## config.mk

```make
export PLATFORM = sky130hd
export DESIGN_NAME = pipe_hazard_ctrl
export DESIGN_NICKNAME = d
export VERILOG_FILES = /design/src/rtl/pipe_hazard_ctrl.sv
export SDC_FILE = /design/constraint.sdc
export NUM_CORES = 1
export LEC_CHECK = 0
export CAP_MARGIN = 25
export CORE_ASPECT_RATIO = 1.2
export CORE_MARGIN = 2
export CORE_UTILIZATION = 42
export CTS_CLUSTER_DIAMETER = 200
export DETAILED_ROUTE_END_ITERATION = 8
export PLACE_DENSITY = 0.75
export SLEW_MARGIN = 15
export SYNTH_ARGS = -nofsm -noshare
export SYNTH_HDL_FRONTEND = slang
export SYNTH_SLANG_ARGS = --single-unit
```

## constraint.sdc

```tcl
create_clock -name i_clk -period 3.17 [get_ports i_clk]
set_clock_uncertainty 0.15 [all_clocks]
set_input_delay 0.951 -clock i_clk [delete_from_list [all_inputs] [get_ports i_clk]]
set_output_delay 0.951 -clock i_clk [all_outputs]
set_load 0.05 [all_outputs]
```

## src/rtl/pipe_hazard_ctrl.sv

```systemverilog
// Pipeline hazard sequencer for the 5-stage core.
// Drives the enable/flush strobes of the IF/ID, ID/EX, EX/MEM and MEM/WB registers.
// Handles load-use bubbles, EX-resolved branch squashes, main-memory freezes and halt
// retirement. Also keeps a saturating stall counter and a memory-wait watchdog.
module pipe_hazard_ctrl #(
  parameter int unsigned MAX_WAIT = 64,
  parameter int unsigned STALL_W  = 16
) (
  input  logic               i_clk,
  input  logic               i_reset,
  input  logic               i_main_mem_read_ex,
  input  logic [2:0]         i_regwrite_adr_ex,
  input  logic [2:0]         i_ra_id,
  input  logic [2:0]         i_rb_id,
  input  logic               i_uses_ra_id,
  input  logic               i_uses_rb_id,
  input  logic               i_branch_taken_ex,
  input  logic               i_mem_req,
  input  logic               i_mem_ack,
  input  logic               i_is_halt_wb,
  output logic               o_en_pc,
  output logic               o_en_ifid,
  output logic               o_en_idex,
  output logic               o_en_exmem,
  output logic               o_en_memwb,
  output logic               o_flush_ifid,
  output logic               o_flush_idex,
  output logic               o_flush_exmem,
  output logic               o_halted,
  output logic               o_mem_timeout,
  output logic [STALL_W-1:0] o_stall_cnt
);

  localparam int unsigned WAIT_W = (MAX_WAIT == 0) ? 1 : $clog2(MAX_WAIT + 1);
  // wait_cnt value during the last freeze cycle that is still tolerated
  localparam logic [WAIT_W-1:0] WAIT_LAST =
      (MAX_WAIT == 0) ? {WAIT_W{1'b0}} : WAIT_W'(MAX_WAIT - 1);

  localparam logic [0:0] S_RUN    = 1'b0;
  localparam logic [0:0] S_HALTED = 1'b1;

  logic [0:0]         r_state;
  logic [WAIT_W-1:0]  r_wait_cnt;
  logic [STALL_W-1:0] r_stall_cnt;
  logic               r_mem_timeout;

  logic w_run;
  logic w_lu;
  logic w_frz;
  logic w_timeout;

  assign w_run = (r_state == S_RUN);

  // The load in EX cannot forward to ID in time when ID reads its destination.
  assign w_lu = i_main_mem_read_ex &
                ((i_uses_ra_id & (i_ra_id == i_regwrite_adr_ex)) |
                 (i_uses_rb_id & (i_rb_id == i_regwrite_adr_ex)));

  assign w_frz = i_mem_req & ~i_mem_ack;

  // An ack in the same cycle clears frz, so a late ack never trips the watchdog.
  assign w_timeout = (MAX_WAIT != 0) && w_frz && (r_wait_cnt == WAIT_LAST);

  // Prioritised enable/flush decode; everything idles in reset or once halted.
  always_comb begin
    o_en_pc       = 1'b0;
    o_en_ifid     = 1'b0;
    o_en_idex     = 1'b0;
    o_en_exmem    = 1'b0;
    o_en_memwb    = 1'b0;
    o_flush_ifid  = 1'b0;
    o_flush_idex  = 1'b0;
    o_flush_exmem = 1'b0;
    if (!i_reset && w_run) begin
      if (i_is_halt_wb || w_frz) begin
        // Hold every register; branch/load-use get re-evaluated once unfrozen.
        o_en_pc = 1'b0;
      end else if (i_branch_taken_ex) begin
        // Squash the two younger instructions; any load-use victim dies with them.
        o_en_pc      = 1'b1;
        o_en_ifid    = 1'b1;
        o_en_idex    = 1'b1;
        o_en_exmem   = 1'b1;
        o_en_memwb   = 1'b1;
        o_flush_ifid = 1'b1;
        o_flush_idex = 1'b1;
      end else if (w_lu) begin
        // Hold PC and IF/ID, inject one bubble into ID/EX.
        o_en_idex    = 1'b1;
        o_en_exmem   = 1'b1;
        o_en_memwb   = 1'b1;
        o_flush_idex = 1'b1;
      end else begin
        o_en_pc    = 1'b1;
        o_en_ifid  = 1'b1;
        o_en_idex  = 1'b1;
        o_en_exmem = 1'b1;
        o_en_memwb = 1'b1;
      end
    end
  end

  // Run/halt state: halt retirement or watchdog expiry is terminal until reset.
  always_ff @(posedge i_clk) begin
    if (i_reset) begin
      r_state <= S_RUN;
    end else if (w_run && (i_is_halt_wb || w_timeout)) begin
      r_state <= S_HALTED;
    end
  end

  // Count consecutive freeze cycles while running.
  always_ff @(posedge i_clk) begin
    if (i_reset) begin
      r_wait_cnt <= '0;
    end else if (w_run) begin
      r_wait_cnt <= w_frz ? (r_wait_cnt + 1'b1) : '0;
    end
  end

  // Sticky watchdog flag.
  always_ff @(posedge i_clk) begin
    if (i_reset) begin
      r_mem_timeout <= 1'b0;
    end else if (w_run && w_timeout) begin
      r_mem_timeout <= 1'b1;
    end
  end

  // Saturating count of running cycles in which the PC was held.
  always_ff @(posedge i_clk) begin
    if (i_reset) begin
      r_stall_cnt <= '0;
    end else if (w_run && !o_en_pc && (r_stall_cnt != {STALL_W{1'b1}})) begin
      r_stall_cnt <= r_stall_cnt + 1'b1;
    end
  end

  assign o_halted      = (r_state == S_HALTED);
  assign o_mem_timeout = r_mem_timeout;
  assign o_stall_cnt   = r_stall_cnt;

endmodule

```

==> flow_metrics.tcl <==
set metrics [dict create \
    leakagePower_nw 0.8179 \
    grt_use_total_pct 20.29 \
    fmax_mhz 318.1 \
    min-delay-start "o_mem_timeout" \
    regToRegStartpoint "o_halted" \
    outcome "finished clean" \
    setup_viol_count_final 0 \
    setup_tns_ns 0 \
    hold_end "o_mem_timeout" \
    synthFlopType "dfxtp_1" \
    syn_nets 196 \
    slew-limit-headroom_pct 64.95 \
    synth.cell_area_sq_um 1486 \
    crit_path_start_kind "input pin" \
    ant_nets 0 \
    worst_pin_slew_ns 0.5246 \
    worstSkewPairLatency_ns 0.27 \
    end_kind "output port" \
    gp_congestion 0.7864 \
    port_buffers 42 \
    diodes 0 \
    cts_tree "built" \
    synthAdderAreaFrac_pct 1.684 \
    die_y_um 69.17 \
    syn_inst 176 \
    synth_top_area_cell "dfxtp_1" \
    synth_top_family_by_area "simple AND/OR/NAND/NOR gates" \
    min_period_over_period_pct 99.16 \
    drt_iter0_drc 67 \
    worstSetupPathType "in2out" \
    seqCellArea_sq_um 500.5 \
    powerDensity_nw_per_um2 317.0 \
    maxCapViolCount 0 \
    setup_slack_ns 0.02668 \
    p_sw_w 0.0002055 \
    ys_top_cells_by_area "dfxtp_1, a21oi_1, xnor2_1" \
    num_vias 1521 \
    power_w 0.0006894 \
    pwr-share-comb_pct 23.1 \
    die-area_sq_um 4033 \
    cts_buffers 3 \
    overflow 0 \
    p_clk_share_pct 29.6 \
    num_rows 23 \
    synthArstFlopShare_pct 0 \
    swShare_pct 29.80 \
    placedInstanceArea_sq_um 2064 \
    ys_types 45 \
    ys_seq_elements 25 \
    rrSetupSlack_ns 0.56 \
    ys_warn_count 0 \
    hold_path_class "reg2reg" \
    vias_per_cell 5.675 \
    final.fill_count 287 \
    synth-edff-count 0 \
    yosysMostFrequentCell "dfxtp_1" \
    final-max-slew-violation-count 0 \
    min_path_cells 2 \
    final_nets 252 \
    antenna_found_initial 0 \
    worstPathArrival_ns 2.04 \
    crit_fanout 2 \
    finalHoldViolCount 0 \
    dr.pass1.iters 4 \
    grt_max_degree 32 \
    path_clk_slew_ns 0.10 \
    multi_input_area_sq_um 953.4 \
    synth_xor_area_share_pct 6.481 \
    dp_slack_ns -0.3843 \
    finalCriticalPeriod_ns 3.143 \
    p_int_w 0.0004840 \
    ys_seq_area_share_pct 33.67 \
    syn_to_final_growth_pct 46.30 \
    synth_compound_area_share_pct 15.66 \
    synth_common_cells "dfxtp_1, a21oi_1, nor2_1" \
    die_width_um 58.31 \
    dp_hpwl_um 2819 \
    htree_num_levels 1 \
    clock_sinks 25 \
    routedWlPerCell_um 14.66 \
    reg2regPathDepth 14 \
    fin_area_sq_um 2175 \
    layout-drive-gt1-share_pct 25.97 \
    avgSynthCellArea_sq_um 8.446 \
    yosysTopAreaCellShare_pct 33.67 \
    synthMuxAreaShare_pct 1.684 \
    remaining_drc_errors 0 \
    io-pin-count 44 \
    routed_wl_um 3928 \
    r2r_end "o_stall_cnt[4]" \
    power.share.sequential_pct 47.3 \
    clockBufferDepth 2 \
    cts-root-buf "clkbuf_8" \
    coreArea_sq_um 3367 \
    start_util_pct 44.15 \
    final_util_pct 64.59 \
    synth-simple-area-share_pct 34.60 \
    grt_pass1_vias 1495 \
    required_ns 2.07 \
    grt_pass1_wl_um 6755 \
    ir_drop_uv 212.5 \
]
-- cell usage in the layout, fill, tap and decap left out, types with 4 or more instances in the layout --
cell type | synthesis | final
buf_12 | 0 | 7
or4_1 | 4 | 4
a21oi_1 | 18 | 18
nand4_1 | 4 | 4
buf_6 | 2 | 5
o21ai_0 | 12 | 12
dfxtp_1 | 25 | 25
xnor2_1 | 8 | 5
buf_2 | 2 | 4
clkdlybuf4s50_1 | 0 | 18
or3_1 | 11 | 11
buf_4 | 4 | 21
dlygate4sd2_1 | 0 | 4
nand2_1 | 7 | 7
nor2_1 | 14 | 14
nand3_1 | 13 | 12
o31ai_1 | 4 | 4
-- sequential cells by signal, indices dropped and copies added, names as in the netlist --
register       count
o_stall_cnt       16
r_wait_cnt         7
o_halted           1
o_mem_timeout      1
-- cell type report --
type,count,area share [%]
Clock buffer,3,1.899
Clock inverter,1,0.3452
Inverter,3,0.5178
Multi-Input combinational cell,136,43.84
Sequential cell,25,23.01
Tap cell,37,2.129
Timing Repair Buffer,63,28.25
-- power groups by stage --
stage | Combinational (W) | Sequential [W] | Clock, W
finish | 0.000160 | 0.000326 | 0.000204
floorplan | 0.0000749 | 0.000346 | 0
global route | 0.000170 | 0.000327 | 0.000220
CTS | 0.000155 | 0.000326 | 0.000207
global placement | 0.000150 | 0.000333 | 0
detailed placement | 0.000154 | 0.000333 | 0
-- cell families (layout without fill, tap and decap cells) --
logic type | Yosys count | count (layout)
other | 1 | 1
flip-flops | 25 | 25
XOR/XNOR | 11 | 11
adder cells (fa/ha/maj) | 2 | 2
buffers and inverters | 15 | 70
AO/OA/AOI/OAI | 40 | 40
AND/OR/NAND/NOR | 80 | 80
multiplexers | 2 | 2
-- timing repair --
action                                  CTS  global route
hold buffers                              0             0
resized for setup                        46            14
pin swaps                                13             9
endpoints found under the setup margin    7             3
buffers inserted                          8             0
-- critical path: stages --
cell and delay [ns]:
buf_6 0.11, xnor2_2 0.14, nand4_1 0.13, o221a_1 0.28, or2_4 0.28, buf_12 0.15
-- metal layers --
| metal | up-vias | share of wire [%] | GRT usage [%] |
|---|---|---|---|
| li1 | 755 | - | - |
| met1 | 735 | 42 | 24.91 |
| met2 | 29 | 55 | 35.96 |
| met3 | 2 | 3.1 | 3.358 |
| met4 | 0 | 0.43 | 4.651 |
| met5 | - | 0 | 0 |
-- through the flow --
stage	cells	hold WS, ns
detailed placement	256	0.3217
global placement	256	0.3191
floorplan	176	0.3171
finish	268	0.3431
global route	268	0.3893
CTS	268	0.3482
-- how the worst max path moves through the flow --
stage,from,to,slack [ns]
after detailed placement,i_regwrite_adr_ex[1],o_en_pc,-0.38
after global placement,i_regwrite_adr_ex[0],o_en_ifid,-0.35
final,i_regwrite_adr_ex[1],o_en_pc,0.03
after CTS,i_regwrite_adr_ex[2],o_en_pc,0.004
after global routing,i_regwrite_adr_ex[1],o_en_ifid,-0.02
after floorplan,i_mem_req,o_en_pc,-0.70
Note: power is estimated with default switching activity, not from simulation.
